$ cat src/rtl/pipe_trace_tracker_if.sv
// Signal bundle between pipe_trace_tracker and its pipeline/debug neighbours.
// Defining PIPE_TRACE_PERF_CNT_EN adds the perf counter outputs.
interface pipe_trace_tracker_if #(
  parameter int NUM_STAGES = 5,
  parameter int TAG_W      = 8,
  parameter int CYC_W      = 32,
  parameter int STALL_W    = 4
);
  // Fetch handshake: an instruction is accepted on a rising edge where
  // fetch_valid && fetch_ready; fetch_ready never depends on fetch_valid,
  // and an offer that is not accepted leaves no trace and consumes no tag.
  logic                        fetch_valid;
  logic                        fetch_ready;
  logic [NUM_STAGES-1:0]       stall_vec;
  logic [NUM_STAGES-1:0]       flush_vec;
  logic [NUM_STAGES-1:0]       stage_valid;
  logic [NUM_STAGES*TAG_W-1:0] stage_tag;
  logic                        retire_valid;
  logic [TAG_W-1:0]            retire_tag;
  logic [CYC_W-1:0]            retire_fetch_cyc;
  logic [CYC_W-1:0]            retire_lat;
  logic [STALL_W-1:0]          retire_stalls;
  logic [CYC_W-1:0]            cycle_cnt;
`ifdef PIPE_TRACE_PERF_CNT_EN
  logic [31:0]                 perf_retired;
  logic [31:0]                 perf_flushed;
  logic [31:0]                 perf_stall_cyc;

  modport master (
    input  fetch_valid, stall_vec, flush_vec,
    output fetch_ready, stage_valid, stage_tag, retire_valid, retire_tag,
           retire_fetch_cyc, retire_lat, retire_stalls, cycle_cnt,
           perf_retired, perf_flushed, perf_stall_cyc
  );
  modport slave (
    output fetch_valid, stall_vec, flush_vec,
    input  fetch_ready, stage_valid, stage_tag, retire_valid, retire_tag,
           retire_fetch_cyc, retire_lat, retire_stalls, cycle_cnt,
           perf_retired, perf_flushed, perf_stall_cyc
  );
`else
  modport master (
    input  fetch_valid, stall_vec, flush_vec,
    output fetch_ready, stage_valid, stage_tag, retire_valid, retire_tag,
           retire_fetch_cyc, retire_lat, retire_stalls, cycle_cnt
  );
  modport slave (
    output fetch_valid, stall_vec, flush_vec,
    input  fetch_ready, stage_valid, stage_tag, retire_valid, retire_tag,
           retire_fetch_cyc, retire_lat, retire_stalls, cycle_cnt
  );
`endif
endinterface

$ cat src/rtl/pipe_trace_tracker.sv
// Instruction-lifetime tracker riding beside an N-stage in-order pipeline.
// Optional perf counters are built when PIPE_TRACE_PERF_CNT_EN is defined.
module pipe_trace_tracker #(
  parameter int NUM_STAGES = 5,
  parameter int TAG_W      = 8,
  parameter int CYC_W      = 32,
  parameter int STALL_W    = 4
) (
  input  logic                  clk,
  input  logic                  rst,
  pipe_trace_tracker_if.master  bus
);
  localparam int LAST = NUM_STAGES - 1;
  localparam logic [STALL_W-1:0] STALL_MAX = '1;

  logic [NUM_STAGES-1:0] valid_q;
  logic [NUM_STAGES-1:0] hold;
  logic [TAG_W-1:0]      tag_q    [NUM_STAGES];
  logic [CYC_W-1:0]      fcyc_q   [NUM_STAGES];
  logic [STALL_W-1:0]    stalls_q [NUM_STAGES];
  logic [TAG_W-1:0]      tag_cnt_q;
  logic [CYC_W-1:0]      cycle_q;
  logic                  fetch_ready;
  logic                  accept;
  logic                  retire_fire;

  logic                  ret_valid_q;
  logic [TAG_W-1:0]      ret_tag_q;
  logic [CYC_W-1:0]      ret_fcyc_q;
  logic [CYC_W-1:0]      ret_lat_q;
  logic [STALL_W-1:0]    ret_stalls_q;

  // A stall freezes its own stage and everything upstream of it.
  always_comb begin
    hold = '0;
    for (int i = 0; i < NUM_STAGES; i++) begin
      hold[i] = |(bus.stall_vec >> i);
    end
  end

  assign fetch_ready = ~hold[0] & ~bus.flush_vec[0];
  assign accept      = bus.fetch_valid & fetch_ready;
  assign retire_fire = valid_q[LAST] & ~bus.stall_vec[LAST] & ~bus.flush_vec[LAST];

  // A flushed stage kills the record it currently holds, so the stage below
  // receives a bubble instead of that record.
  always_ff @(posedge clk) begin
    if (rst) begin
      valid_q   <= '0;
      tag_cnt_q <= '0;
      cycle_q   <= '0;
      for (int i = 0; i < NUM_STAGES; i++) begin
        tag_q[i]    <= '0;
        fcyc_q[i]   <= '0;
        stalls_q[i] <= '0;
      end
    end else begin
      cycle_q <= cycle_q + CYC_W'(1);
      if (accept) tag_cnt_q <= tag_cnt_q + TAG_W'(1);

      if (bus.flush_vec[0]) begin
        valid_q[0] <= 1'b0;
      end else if (hold[0]) begin
        if (valid_q[0] && stalls_q[0] != STALL_MAX) stalls_q[0] <= stalls_q[0] + STALL_W'(1);
      end else begin
        valid_q[0]  <= bus.fetch_valid;
        tag_q[0]    <= tag_cnt_q;
        fcyc_q[0]   <= cycle_q;
        stalls_q[0] <= '0;
      end

      for (int i = 1; i < NUM_STAGES; i++) begin
        if (bus.flush_vec[i]) begin
          valid_q[i] <= 1'b0;
        end else if (hold[i]) begin
          if (valid_q[i] && stalls_q[i] != STALL_MAX) stalls_q[i] <= stalls_q[i] + STALL_W'(1);
        end else if (hold[i-1]) begin
          valid_q[i] <= 1'b0;
        end else begin
          valid_q[i]  <= valid_q[i-1] & ~bus.flush_vec[i-1];
          tag_q[i]    <= tag_q[i-1];
          fcyc_q[i]   <= fcyc_q[i-1];
          stalls_q[i] <= stalls_q[i-1];
        end
      end
    end
  end

  always_ff @(posedge clk) begin
    if (rst) begin
      ret_valid_q  <= 1'b0;
      ret_tag_q    <= '0;
      ret_fcyc_q   <= '0;
      ret_lat_q    <= '0;
      ret_stalls_q <= '0;
    end else begin
      ret_valid_q <= retire_fire;
      if (retire_fire) begin
        ret_tag_q    <= tag_q[LAST];
        ret_fcyc_q   <= fcyc_q[LAST];
        ret_lat_q    <= cycle_q - fcyc_q[LAST];
        ret_stalls_q <= stalls_q[LAST];
      end
    end
  end

  assign bus.fetch_ready      = fetch_ready;
  assign bus.stage_valid      = valid_q;
  assign bus.retire_valid     = ret_valid_q;
  assign bus.retire_tag       = ret_tag_q;
  assign bus.retire_fetch_cyc = ret_fcyc_q;
  assign bus.retire_lat       = ret_lat_q;
  assign bus.retire_stalls    = ret_stalls_q;
  assign bus.cycle_cnt        = cycle_q;

  for (genvar g = 0; g < NUM_STAGES; g++) begin : g_tag
    assign bus.stage_tag[g*TAG_W +: TAG_W] = tag_q[g];
  end

`ifdef PIPE_TRACE_PERF_CNT_EN
  logic [31:0] perf_retired_q;
  logic [31:0] perf_flushed_q;
  logic [31:0] perf_stall_q;
  logic [31:0] flush_pop;

  always_comb begin
    flush_pop = '0;
    for (int i = 0; i < NUM_STAGES; i++) begin
      flush_pop = flush_pop + 32'(valid_q[i] & bus.flush_vec[i]);
    end
  end

  always_ff @(posedge clk) begin
    if (rst) begin
      perf_retired_q <= '0;
      perf_flushed_q <= '0;
      perf_stall_q   <= '0;
    end else begin
      perf_retired_q <= perf_retired_q + 32'(retire_fire);
      perf_flushed_q <= perf_flushed_q + flush_pop;
      perf_stall_q   <= perf_stall_q + 32'(|bus.stall_vec);
    end
  end

  assign bus.perf_retired   = perf_retired_q;
  assign bus.perf_flushed   = perf_flushed_q;
  assign bus.perf_stall_cyc = perf_stall_q;
`endif
endmodule
$ cat src/flat_wrapper.sv
// flat-port wrapper written by rule: the top's interface ports become plain ports
module pipe_trace_tracker_flat 
#(
  parameter int NUM_STAGES = 5,
  parameter int TAG_W      = 8,
  parameter int CYC_W      = 32,
  parameter int STALL_W    = 4
)
  (clk, rst, bus_fetch_valid, bus_stall_vec, bus_flush_vec, bus_fetch_ready, bus_stage_valid, bus_stage_tag, bus_retire_valid, bus_retire_tag, bus_retire_fetch_cyc, bus_retire_lat, bus_retire_stalls, bus_cycle_cnt);
  pipe_trace_tracker_if #(.NUM_STAGES(NUM_STAGES), .TAG_W(TAG_W), .CYC_W(CYC_W), .STALL_W(STALL_W)) bus_i ();
  input  logic clk;
  input  logic rst;
  input wire logic [$bits(bus_i.fetch_valid)-1:0] bus_fetch_valid;
  input wire logic [$bits(bus_i.stall_vec)-1:0] bus_stall_vec;
  input wire logic [$bits(bus_i.flush_vec)-1:0] bus_flush_vec;
  output wire logic [$bits(bus_i.fetch_ready)-1:0] bus_fetch_ready;
  output wire logic [$bits(bus_i.stage_valid)-1:0] bus_stage_valid;
  output wire logic [$bits(bus_i.stage_tag)-1:0] bus_stage_tag;
  output wire logic [$bits(bus_i.retire_valid)-1:0] bus_retire_valid;
  output wire logic [$bits(bus_i.retire_tag)-1:0] bus_retire_tag;
  output wire logic [$bits(bus_i.retire_fetch_cyc)-1:0] bus_retire_fetch_cyc;
  output wire logic [$bits(bus_i.retire_lat)-1:0] bus_retire_lat;
  output wire logic [$bits(bus_i.retire_stalls)-1:0] bus_retire_stalls;
  output wire logic [$bits(bus_i.cycle_cnt)-1:0] bus_cycle_cnt;
  assign bus_i.fetch_valid = bus_fetch_valid;
  assign bus_i.stall_vec = bus_stall_vec;
  assign bus_i.flush_vec = bus_flush_vec;
  assign bus_fetch_ready = bus_i.fetch_ready;
  assign bus_stage_valid = bus_i.stage_valid;
  assign bus_stage_tag = bus_i.stage_tag;
  assign bus_retire_valid = bus_i.retire_valid;
  assign bus_retire_tag = bus_i.retire_tag;
  assign bus_retire_fetch_cyc = bus_i.retire_fetch_cyc;
  assign bus_retire_lat = bus_i.retire_lat;
  assign bus_retire_stalls = bus_i.retire_stalls;
  assign bus_cycle_cnt = bus_i.cycle_cnt;
  pipe_trace_tracker #(.NUM_STAGES(NUM_STAGES), .TAG_W(TAG_W), .CYC_W(CYC_W), .STALL_W(STALL_W)) u_core (.clk(clk), .rst(rst), .bus(bus_i));
endmodule
$ cat config.mk
export PLATFORM = sky130hd
export DESIGN_NAME = pipe_trace_tracker_flat
export DESIGN_NICKNAME = d
export VERILOG_FILES = /design/src/rtl/pipe_trace_tracker_if.sv /design/src/rtl/pipe_trace_tracker.sv /design/src/flat_wrapper.sv
export SDC_FILE = /design/constraint.sdc
export NUM_CORES = 1
export LEC_CHECK = 0
export CAP_MARGIN = 5
export CORE_MARGIN = 2
export CORE_UTILIZATION = 51
export CTS_CLUSTER_DIAMETER = 150
export DETAILED_ROUTE_END_ITERATION = 8
export GPL_TIMING_DRIVEN = 0
export PLACE_DENSITY = 0.83
export SKIP_LAST_GASP = 1
export SLEW_MARGIN = 0
export SYNTH_ARGS = -nofsm -noshare
export SYNTH_HDL_FRONTEND = slang
export SYNTH_SLANG_ARGS = --single-unit
export TNS_END_PERCENT = 5
$ cat constraint.sdc
create_clock -name clk -period 3.1 [get_ports clk]
set_input_delay 0.62 -clock clk [delete_from_list [all_inputs] [get_ports clk]]
set_output_delay 0.62 -clock clk [all_outputs]
set_load 0.01 [all_outputs]
==> reports/qor.yml, run 1 <==
cts_tree: "yes"
drive_gt1_share_pct: 7.72
critPathKind: "reg2reg"
wire_per_inst_um: 18.8
cts_setup_buffers: 0
dr.pass1.iters: 5
htree_num_levels: 2
synthXorXnorAreaFrac_pct: 4.09
fin_area_mm2: 0.0183
dieWidth_um: 175
synth_top_family_by_area: "simple AND/OR/NAND/NOR gates"
totalWireLength_mm: 36.9
rows: 62
yosys.area_share.simple_pct: 20.3
core_mm2: 0.0289
min-delay-start: "u_core.bus.retire_lat[4]"
syn_avg_cell_area_um2: 11.1
synthAdderAreaFrac_pct: 3.30
grtUsageTotal_pct: 24.0
clockBufferDepth: 3
placed_cells: 1900
fill_cells: 2259
r2r_start: "u_core.bus.cycle_cnt[0]"
synth_nets: 1399
r2r_cells: 12
power_leakage_nw: 6.55
cp-start-kind: "flop"
area.growth.synth_to_final_pct: 22.1
num_vias: 10700
cts_root_buf: "clkbuf_16"
critPathMaxFanout: 6
holdWs_ns: 0.453
clock_sinks: 342
min_path_cells: 2
dr.first_iter.drc_count: 1022
finalHoldViolCount: 0
drv_slew: 0
tightest_slew_ns: 1.14
vdd_drop_max_mv: 0.419
syn_inst: 1347
setup_viol: 5
grt_first_pass_wirelength_mm: 57.1
hpwl_mm: 26.4
path_clk_slew_ns: 0.06
synth-edff-count: 220
synth_warnings: 0
synth-compound-area-share_pct: 8.00
p_per_area_mw_per_mm2: 528
dpl_cell_area_mm2: 0.0172
finalCritPeriodShare_pct: 104
violations: "setup timing"
dieArea_mm2: 0.0308
power.total_mw: 9.67
grt_overflow: 0
synth_sequential_area_ratio_pct: 60.3
diodes: 0
routed_via_density: 5.45
setup_tns_ns: -0.357
cts_buffers: 36
antenna_found_initial: 0
port_buffers: 167
io_pins: 168
synth_async_sr_flop_share_pct: 0
ys_seq_elements: 342
pre_cts_ws_ns: -0.952
start_util_pct: 52.0
grt_start_max_net_pins: 42
final_cell_mix: "edfxtp_1, nor2b_1, nand2_1"
hp-class: "reg2reg"
fin_cells: 1964
yosys_most_used_dff: "edfxtp_1"
rsz0062_at_grt: "yes"
worst_hold_path.endpoint: "u_core.bus.retire_lat[4]"
status: "finished, violations left"
antenna_left: 0
clk_latency_ns: 0.52
finalWorstSetupSlack_ns: -0.139
grt_pass1_vias: 10500
worstPathRequired_ns: 3.48
clock_skew_ns: 0.0103
synth_cell_types: 70
maxCapViolations: 0
gp_congestion: 0.866
nets: 1605
reg2reg_slack_ns: -0.14
synthesis.area_mm2: 0.0150
synth_mux_area_share_pct: 0.542
critPathCaptureType: "flop"
die_h_um: 175
post-route-drc-count: 0
fin_crit_ns: 3.24
max_freq_mhz: 309
fin_util_pct: 63.4
worstReg2RegEnd: "u_core.bus.retire_lat[30]"
cp_data_arrival_time_ns: 3.62
relSlewSlack_pct: 24.3
layout_commonest_cell: "edfxtp_1"
## power by group
| part | switching (mW) | internal, mW | leakage (nW) | total [mW] |
|---|---|---|---|---|
| registers | 0.0735 | 5.00 | 3.26 | 5.08 |
| logic | 0.348 | 0.221 | 2.76 | 0.569 |
| clock network | 1.73 | 2.29 | 0.534 | 4.02 |
## worst max path at each step
| stage | startpoint | endpoint | slack (ns) |
|---|---|---|---|
| CTS | u_core.bus.cycle_cnt[0] | u_core.bus.retire_lat[30] | -0.21 |
| detailed placement | bus_stall_vec[4] | u_core.fcyc_q[0][23] | -0.95 |
| global route | u_core.bus.cycle_cnt[0] | u_core.bus.retire_lat[30] | -0.30 |
| global placement | rst | u_core.fcyc_q[0][87] | -1.44 |
| finish | u_core.bus.cycle_cnt[0] | u_core.bus.retire_lat[30] | -0.14 |
| floorplan | bus_stall_vec[4] | u_core.fcyc_q[0][64] | 0.06 |
## final cells by class
class | instances | area [um2] | area share [%]
clock inverters | 14 | 82.6 | 0.451
clock buffers | 51 | 1010 | 5.52
well taps | 384 | 480 | 2.62
repair buffers | 169 | 1710 | 9.34
flip-flops and latches | 342 | 9050 | 49.4
plain buffers | 72 | 365 | 2.00
inverters | 41 | 154 | 0.841
multi-input cells | 891 | 5450 | 29.8
## state kept, by name, summed over array words and instances (netlist names)
| name | count |
|---|---|
| u_core.bus.cycle_cnt | 32 |
| u_core.bus.retire_fetch_cyc | 32 |
| u_core.bus.retire_lat | 32 |
| u_core.bus.retire_stalls | 4 |
| u_core.bus.retire_tag | 8 |
| u_core.bus.retire_valid | 1 |
| u_core.bus.stage_valid | 5 |
| u_core.fcyc_q | 160 |
| u_core.stalls_q | 20 |
| u_core.tag_cnt_q | 8 |
| u_core.tag_q | 40 |
## cells in the mapped netlist, types with 3 or more instances
cell type | number | area share (%)
o21ai_0 | 13 | 0.43
a31oi_1 | 8 | 0.33
a21o_1 | 13 | 0.65
mux2i_1 | 7 | 0.47
a21oi_2 | 4 | 0.23
buf_2 | 23 | 0.77
nand3b_1 | 4 | 0.20
a21oi_1 | 97 | 3.2
a211oi_1 | 16 | 0.80
or3_1 | 5 | 0.21
buf_1 | 3 | 0.075
and3_1 | 11 | 0.46
nor2_1 | 81 | 2.0
nand4_1 | 15 | 0.63
nand2_1 | 171 | 4.3
nand2b_1 | 13 | 0.54
nand3_1 | 34 | 1.1
nor4_1 | 5 | 0.21
edfxtp_1 | 220 | 44
o211ai_1 | 5 | 0.25
nor3b_1 | 3 | 0.15
o21ai_1 | 9 | 0.30
dfxtp_1 | 122 | 16
ha_1 | 38 | 3.2
nor2b_1 | 202 | 8.4
clkbuf_1 | 36 | 0.90
a31o_2 | 3 | 0.18
xnor2_1 | 31 | 1.8
buf_4 | 5 | 0.25
and2_1 | 3 | 0.13
o31ai_1 | 4 | 0.20
xor2_1 | 39 | 2.3
or2_2 | 4 | 0.17
buf_6 | 6 | 0.45
nor3_1 | 11 | 0.37
inv_1 | 41 | 1.0
nor3_2 | 3 | 0.20
## repair_timing
item / in CTS / in global routing
hold buffers: 0 / 0
endpoints found under the setup margin: 246 / 203
gates resized for setup: 5 / 3
pin swaps: 0 / 1
## critical path, cell delays in order, from the launching register on
cell and delay, ns:
dfxtp_2 0.43, inv_1 0.11, ha_1 0.25, fa_1 0.42, nor2b_1 0.17, o21bai_1 0.11
a21oi_2 0.22, a21oi_1 0.17, o31ai_2 0.35, a31oi_2 0.21, o31ai_1 0.35, mux2i_1 0.24
o21ai_1 0.08
## routing by layer
layer	wire length, um	global-route usage (%)	share of wire (%)	up-vias
met2	17500	39.3	47	405
met1	15900	33.4	43	5197
met5	0	0	0	-
li1	-	-	-	5050
met4	842	6.82	2.3	0
met3	2700	3.61	7.3	51
## cell families after synthesis
kind of cell	Yosys count
AND/OR/NAND/NOR	582
flip-flops	342
AO/OA/AOI/OAI	192
buffers and inverters	114
XOR/XNOR	70
adder cells (fa/ha/maj)	39
multiplexers	8
(Power assumes the default switching activity.)
==> inputs of run 2 (changes only) <==
- CTS_CLUSTER_SIZE: not set -> 10
==> run 2 against run 1 <==
The flow still finishes with violations (setup timing). Die area unchanged. Combinational power barely moved. Core utilization is 0.28 points higher. Clock power increased by 5.2%. Critical path depth unchanged. Fmax rose by 0.17%. Clock-buffer cell count grew 20. Worst hold slack got worse by 0.00098 ns. Sequential cell count unchanged. Highest routed layer unchanged. Register-to-register slack hardly changed. Via count increased by 0.39%. First-iteration DRC count decreased by 1.8%.
==> reports/qor.yml, run 2 (synthesis gave the netlist of run 1 again) <==
setup_tns_ns: -0.445  # -0.0877 ns
fin_util_pct: 63.7  # +0.28 points
totalWireLength_mm: 36.9  # about the same
top_regs: "u_core.fcyc_q x160, u_core.tag_q x40"
antenna_left: 0  # unchanged
maxCapViolations: 0  # unchanged
wire_per_inst_um: 18.7  # -0.48%
dieArea_mm2: 0.0308  # unchanged
nets: 1610  # +0.31%
rows: 62  # unchanged
clk_latency_ns: 0.52  # about the same
grtUsageTotal_pct: 24.1  # +0.12 points
routed_via_density: 5.44  # -0.12%
worstPathRequired_ns: 3.48  # about the same
grt_pass1_vias: 10500  # +0.27%
cts_root_buf: "clkbuf_16"
path_clk_slew_ns: 0.06  # about the same
dieWidth_um: 175  # unchanged
drive_gt1_share_pct: 7.30  # -0.43 points
port_buffers: 167  # unchanged
cp_data_arrival_time_ns: 3.62  # about the same
max_freq_mhz: 309  # +0.17%
worstReg2RegEnd: "u_core.bus.retire_lat[30]"
fin_cells: 1974  # +0.51%
area.growth.synth_to_final_pct: 22.6
min_path_cells: 2  # unchanged
clockBufferDepth: 3  # unchanged
grt_first_pass_wirelength_mm: 57.6  # +0.86%
power.total_mw: 9.87  # +2.2%
grt_start_max_net_pins: 42  # unchanged
cts_buffers: 40  # +11%
tightest_slew_ns: 1.15  # +0.0109 ns
io_pins: 168  # unchanged
final_cell_mix: "edfxtp_1, nor2b_1, nand2_1"
layout_commonest_cell: "edfxtp_1"
setup_viol: 5  # unchanged
core_mm2: 0.0289  # unchanged
reg2reg_slack_ns: -0.13  # about the same
cp-start-kind: "flop"
status: "finished, violations left"
critPathMaxFanout: 6  # unchanged
dr.first_iter.drc_count: 1004  # -1.8%
r2r_start: "u_core.bus.cycle_cnt[0]"
die_h_um: 175  # unchanged
cts_tree: "yes"
drv_slew: 0  # unchanged
p_per_area_mw_per_mm2: 537  # +1.7%
top_register: "u_core.fcyc_q"
relSlewSlack_pct: 23.6  # -0.73 points
largest_reg_flops: 160  # unchanged
power_leakage_nw: 6.58  # +0.40%
gp_congestion: 0.866  # unchanged
diodes: 0  # unchanged
finalCritPeriodShare_pct: 104  # -0.17 points
min-delay-start: "u_core.bus.retire_lat[4]"
hpwl_mm: 26.4  # unchanged
grt_overflow: 0  # unchanged
fin_crit_ns: 3.23  # -0.00534 ns
critPathCaptureType: "flop"
holdWs_ns: 0.452  # -0.000976 ns
rsz0062_at_grt: "yes"
antenna_found_initial: 0  # unchanged
htree_num_levels: 2  # unchanged
vdd_drop_max_mv: 0.381  # -9.0%
num_vias: 10700  # +0.39%
hp-class: "reg2reg"
post-route-drc-count: 0  # unchanged
start_util_pct: 52.0  # unchanged
worst_hold_path.endpoint: "u_core.bus.retire_lat[4]"
clock_sinks: 342  # unchanged
r2r_cells: 12  # unchanged
critPathKind: "reg2reg"
finalWorstSetupSlack_ns: -0.134  # +0.00534 ns
dr.pass1.iters: 5  # unchanged
placed_cells: 1900  # unchanged
finalHoldViolCount: 0  # unchanged
clock_skew_ns: 0.0125  # +0.00218 ns
violations: "setup timing"
## run 2: changes by cell type in the layout (fill, tap and decap cells not counted), moves of 2 or more
cell	previous run	this run
clkinv_2	6	0
clkinv_1	3	0
clkinvlp_4	2	0
clkbuf_16	38	41
clkbuf_1	44	63
## run 2: what timing repair did
action,CTS,global route
endpoints found under the setup margin,246,288
resized for setup,4,6
pin swaps,0,1
hold buffers,0,0
setup buffers,0,1
## run 2: area by class of cell
type / count / area (um2)
well taps: 384 / 480
flip-flops and latches: 342 / 9050
clock buffers: 71 / 1140
clock inverters: 3 / 26.3
multi-input cells: 891 / 5450
inverters: 41 / 154
repair buffers: 170 / 1720
fillers: 2236 / 10500
plain buffers: 72 / 368
## run 2: per-layer routing
| layer | vias up | wire (um) | track usage, % |
|---|---|---|---|
| li1 | 5072 | - | - |
| met1 | 5238 | 15700 | 33.5 |
| met4 | 0 | 661 | 6.10 |
| met3 | 44 | 2780 | 3.64 |
| met5 | - | 0 | 0 |
| met2 | 391 | 17800 | 39.9 |
## run 2: through the flow
step / setup WS (ns) / cell area, um2
2_1_floorplan: 0.0552 / 15000
3_3_place_gp: -1.44 / 17200
3_5_place_dp: -0.952 / 17200
4_1_cts: -0.222 / 18400
5_1_grt: -0.300 / 18400
6_report: -0.134 / 18400
## run 2: worst max path at each step
stage / from / to / slack [ns] / depth (start not counted)
after floorplan: bus_stall_vec[4] / u_core.fcyc_q[0][64] / 0.06 / 6
after global placement: rst / u_core.fcyc_q[0][87] / -1.44 / 5
after detailed placement: bus_stall_vec[4] / u_core.fcyc_q[0][23] / -0.95 / 9
after CTS: u_core.bus.cycle_cnt[0] / u_core.bus.retire_lat[30] / -0.22 / 12
after global routing: u_core.bus.cycle_cnt[0] / u_core.bus.retire_lat[30] / -0.30 / 12
final: u_core.bus.cycle_cnt[0] / u_core.bus.retire_lat[30] / -0.13 / 12
## run 2: worst max-delay path: stages (launching register included)
cell and delay (ns):
dfxtp_2 0.42, inv_1 0.11, ha_1 0.24, fa_1 0.42, nor2b_1 0.17, o21bai_1 0.12
a21oi_2 0.22, a21oi_1 0.16, o31ai_2 0.37, a31oi_2 0.20, o31ai_1 0.34, mux2i_1 0.24
o21ai_1 0.08
## run 2: power by group
group,switching [mW],internal (mW)
Sequential,0.0724,5.00
Clock,1.75,2.48
Combinational,0.347,0.221
